===== src/rtl/fifo_framer_pkg.sv =====
// Shared state encoding and header construction for the FIFO packet framer.
package fifo_framer_pkg;

    typedef enum logic [1:0] {
        COLLECT,
        HDR,
        DATA,
        TRL
    } framer_state_t;

    localparam int HDR_W = 64;

    // Header carries the payload word count, zero-extended.
    function automatic logic [HDR_W-1:0] header_word(input int unsigned count);
        return HDR_W'(count);
    endfunction

endpackage


===== src/rtl/framer_payload_buf.sv =====
// Payload register file: one synchronous write port, one asynchronous read port.
module framer_payload_buf #(
    parameter int width = 16,
    parameter int depth = 4,
    localparam int IW = $clog2((depth > 1) ? depth : 2)
) (
    input  logic             clk,
    input  logic             wr_en,
    input  logic [IW-1:0]    wr_idx,
    input  logic [width-1:0] wr_data,
    input  logic [IW-1:0]    rd_idx,
    output logic [width-1:0] rd_data
);

    logic [width-1:0] mem [depth];

    always_ff @(posedge clk) begin
        if (wr_en) begin
            mem[wr_idx] <= wr_data;
        end
    end

    assign rd_data = mem[rd_idx];

endmodule


===== src/rtl/fifo_pkt_framer.sv =====
// Drains a word FIFO into packets of header, payload and XOR trailer on a
// valid/ready stream; partial packets are flushed after an idle timeout.
module fifo_pkt_framer
    import fifo_framer_pkg::*;
#(
    parameter int width   = 16,
    parameter int pkt_len = 4,
    parameter int timeout = 16
) (
    input  logic             clk,
    input  logic             rst,
    input  logic [width-1:0] fifo_dout,
    input  logic             pndng,
    output logic             pop,
    output logic [width-1:0] out_data,
    output logic             out_valid,
    input  logic             out_ready,
    output logic             out_sop,
    output logic             out_eop
);

    localparam int CW = $clog2(pkt_len + 1);
    localparam int IW = $clog2((pkt_len > 1) ? pkt_len : 2);
    localparam int TW = $clog2(timeout + 2);

    if (pkt_len < 1 || CW > width) begin : g_param_chk
        $error("fifo_pkt_framer: pkt_len must be >= 1 and its count must fit in width");
    end

    framer_state_t    state;
    logic [CW-1:0]    cnt;
    logic [IW-1:0]    rd;
    logic [TW-1:0]    idle;
    logic [TW-1:0]    idle_inc;
    logic [width-1:0] chk;
    logic [width-1:0] buf_word;
    logic             hs;
    logic             flush;

    assign hs       = out_valid & out_ready;
    assign idle_inc = idle + 1'b1;
    assign flush    = (timeout != 0) && (idle_inc == TW'(timeout));

    // Gating with rst keeps pop low for the whole reset window, not just after the next edge.
    assign pop = rst && (state == COLLECT) && pndng && (cnt < CW'(pkt_len));

    assign out_valid = (state != COLLECT);
    assign out_sop   = (state == HDR);
    assign out_eop   = (state == TRL);

    always_comb begin
        case (state)
            HDR:     out_data = width'(header_word(32'(cnt)));
            DATA:    out_data = buf_word;
            TRL:     out_data = chk;
            default: out_data = '0;
        endcase
    end

    framer_payload_buf #(
        .width(width),
        .depth(pkt_len)
    ) u_buf (
        .clk    (clk),
        .wr_en  (pop),
        .wr_idx (cnt[IW-1:0]),
        .wr_data(fifo_dout),
        .rd_idx (rd),
        .rd_data(buf_word)
    );

    always_ff @(posedge clk or negedge rst) begin
        if (!rst) begin
            state <= COLLECT;
            cnt   <= '0;
            rd    <= '0;
            idle  <= '0;
            chk   <= '0;
        end else begin
            case (state)
                COLLECT: begin
                    if (pop) begin
                        cnt  <= cnt + 1'b1;
                        chk  <= chk ^ fifo_dout;
                        idle <= '0;
                        if (cnt == CW'(pkt_len - 1)) begin
                            state <= HDR;
                        end
                    end else if (cnt != '0) begin
                        // A pop on the expiry edge takes the branch above, so it always wins.
                        idle <= idle_inc;
                        if (flush) begin
                            state <= HDR;
                        end
                    end
                end
                HDR: begin
                    if (hs) begin
                        rd    <= '0;
                        state <= DATA;
                    end
                end
                DATA: begin
                    if (hs) begin
                        rd <= rd + 1'b1;
                        if (CW'(rd) == cnt - 1'b1) begin
                            state <= TRL;
                        end
                    end
                end
                TRL: begin
                    if (hs) begin
                        cnt   <= '0;
                        chk   <= '0;
                        idle  <= '0;
                        state <= COLLECT;
                    end
                end
                default: state <= COLLECT;
            endcase
        end
    end

endmodule


===== config.mk =====
export PLATFORM = sky130hd
export DESIGN_NAME = fifo_pkt_framer
export DESIGN_NICKNAME = d
export VERILOG_FILES = /design/src/rtl/fifo_framer_pkg.sv /design/src/rtl/framer_payload_buf.sv /design/src/rtl/fifo_pkt_framer.sv
export SDC_FILE = /design/constraint.sdc
export NUM_CORES = 1
export LEC_CHECK = 0
export CORE_MARGIN = 10
export CORE_UTILIZATION = 51
export CTS_CLUSTER_SIZE = 8
export DETAILED_ROUTE_END_ITERATION = 10
export PLACE_DENSITY = 0.75
export SLEW_MARGIN = 20
export SYNTH_ARGS = -nofsm -noshare
export SYNTH_HDL_FRONTEND = slang
export SYNTH_SLANG_ARGS = --single-unit
export TNS_END_PERCENT = 10

===== constraint.sdc =====
create_clock -name clk -period 2.1 [get_ports clk]
set_clock_uncertainty 0.2 [all_clocks]
set_input_delay 0.63 -clock clk [delete_from_list [all_inputs] [get_ports clk]]
set_output_delay 0.63 -clock clk [all_outputs]
set_load 0.02 [all_outputs]

==> impl_metrics.yaml <==
flow_run:
  max_cap_viol_count: 0
clock_network:
  cts.reportedPaths.clkPinSlew_ps: 100
  hold_buffers: 0
  cts_inserted_buffers: 9
  ctsHtreeMaxLevel: 3
  cts_sinks: 92
  clockBufferDepth: 2
  cts_tree: "done"
  clock_latency_ps: 350
  cts_root_buf: "clkbuf_8"
global_routing:
  antenna_found_initial: 0
  overflow: 0
  first_global_vias: 2987
  grt_pass1_wl_mm: 15.2
  grt_usage: 0.166
  grt_max_degree: 29
setup_path:
  setup.worst_path.start: "rd[0]"
  worst-setup-path-type: "flip-flop to output port"
  crit_path_cell_trace: "buf_6, mux4_2, a222oi_1, nor2_2, buf_6"
  cp-start-kind: "flip-flop"
  cp.depth: 5
  crit_arrival_ps: 1980
  crit_family: "multiplexers"
  cp_num_buf_inv: 2
  end_kind: "output port"
  cp_common_cell: "buf_6"
  r2r_start: "state[0]"
  slowest_delay_ps: 500
  crit_slowest_cell: "mux4_2"
  reg2reg_depth: 8
  path_max_fanout: 5
  crit_required_ps: 1270
cells_and_area:
  synthToLayoutAreaGrowth_pct: 31.1
  fill_cells: 550
  layout-drive-gt1-share: 0.435
  final_cell_mix: "edfxtp_1, buf_4, dfrtp_1"
  final_common_cell: "edfxtp_1"
  antenna_cells: 0
  design.final.nets: 409
placement:
  post-dp-hpwl_mm: 6.29
  portBuffers: 39
  gp_congestion: 0.828
yosys:
  syn-num-nets: 321
  synthDominantAreaCellType: "edfxtp_1"
  synth.area.top_cells: "edfxtp_1, dfrtp_1, mux4_2"
  yosysWarnings: 0
  ys_seq_elements: 92
  ys_seq_area_frac: 0.631
  post_synth_num_cell_types: 43
  synth_edf_count: 64
  async_reset_ff_frac: 0.304
  synthCells: 289
  synth_top_flop_cell: "edfxtp_1"
  synth_top_area_share: 0.462
  avgSynthCellArea_sq_um: 14.4
  netlist_area_sq_um: 4160
detailed_routing:
  drt_pass1_iterations: 4
  via_per_inst: 5.58
  via_count: 2699
  wire_per_inst_microns: 19.7
  drtIter0Drc: 165
  totalWireLength_mm: 9.54
  ant_nets: 0
  drc: 0
timing:
  slew_viol_final: 0
  fin_crit_ps: 2810
  worstMarginPinSlew_ps: 407
  fin_crit_sh: 1.34
  worst_slack_ps: -709
  hold_violations: 0
  slew_headroom: 0.729
  fmax_ghz: 0.356
  holdWs_ps: 365
  rsz0062_at_grt: "yes"
  finalSetupViolations: 24
power:
  peakVddDrop_uv: 639
  p_total_mw: 6.95
  p_leak_nw: 2.07
  powerDensity_nw_per_um2: 1280
worst_hold_path:
  whs_path_depth: 2
  hold_path.class: "flip-flop to flip-flop"
  min_from: "chk[13]"
run_status:
  violations: "setup timing"
  status: "finished with violations"
floorplanning:
  core_area_sq_um: 7850
  ios: 40
  rows: 32
  dieArea_sq_um: 12200
  start_util: 0.530
  die_x_microns: 110
  die-height_microns: 110
-- through the flow --
stage	TNS, ps	instance area, sq um	setup slack, ps	utilization	std cells
2_1_floorplan	-1220	4230	-105	-	289
3_3_place_gp	-37470	5110	-675	0.651	464
3_5_place_dp	-41810	5110	-707	0.651	464
4_1_cts	-11400	5420	-725	0.690	483
5_1_grt	-14440	5450	-795	0.694	484
6_report	-11090	5450	-709	0.694	484
-- worst register-to-register path, stage by stage, from the launching register on --
cell	delay, ps
dfrtp_2	430
inv_2	80
ha_4	260
buf_4	200
nor2_2	150
nand2_1	70
a32o_1	230
a211oi_2	210
mux2_1	350
-- cell type report --
class                   count  area, sq um  share of cell area
clock buffers              10          128              0.0234
clock inverters             6         55.1              0.0101
inverters                   8         30.0             0.00551
multi-input cells         174         1600               0.293
flip-flops and latches     92         2630               0.482
well taps                 102          128              0.0234
repair buffers             92          888               0.163
-- synthesized netlist by cell type (all sizes together), types with 3 or more instances --
| library cell | instances |
|---|---|
| a222oi | 3 |
| a22oi | 13 |
| and2 | 6 |
| nand2 | 23 |
| mux4 | 16 |
| nand3 | 4 |
| buf | 11 |
| ha | 12 |
| a21oi | 5 |
| nor2 | 38 |
| dfrtp | 28 |
| nand2b | 3 |
| inv | 8 |
| xor2 | 18 |
| edfxtp | 64 |
| o21ai | 11 |
| clkbuf | 4 |
-- where the power goes --
group	switching [mW]	internal [mW]	leakage [nW]
combinational	1.73	1.70	1.05
sequential	0.205	2.18	0.933
clock	0.669	0.456	0.0873
total	2.61	4.34	2.07
-- logic make-up after synthesis --
| logic type | count (synthesis) | synth area share |
|---|---|---|
| buffers and inverters | 23 | 0.0283 |
| and+or+nand+nor | 82 | 0.0948 |
| adders and majority gates | 12 | 0.0361 |
| AOI/OAI and AO/OA | 41 | 0.0737 |
| xor gates and xnor gates | 20 | 0.0421 |
| muxes | 19 | 0.0942 |
| DFF | 92 | 0.631 |
-- layer usage --
layer / wire, microns / track usage / up-vias
met3: 729 / 0.0429 / 5
met5: 0 / 0 / -
met1: 3800 / 0.196 / 1355
met2: 4940 / 0.290 / 99
li1: - / - / 1240
met4: 75 / 0.0523 / 0
-- sequential cells by signal, indices dropped and copies added, names as in the netlist --
name / cells
chk: 16
idle: 5
state: 2
u_buf.mem: 64
rd: 2
cnt: 3
-- final timing paths --
kind                                to  slack, ps
max                        out_data[1]       -710
min                            chk[13]        360
max reg2reg                   state[1]       -190
min reg2reg                    chk[13]        360
max in group asynchronous     state[1]        760
min in group asynchronous      chk[13]        630
-- timing repair --
| action | 4_1_cts | 5_1_grt |
|---|---|---|
| pin swaps | 10 | 7 |
| endpoints found under the setup margin | 42 | 49 |
| gates resized for setup | 122 | 6 |
| setup buffers | 3 | 1 |
Note: power is estimated with default switching activity, not from simulation.
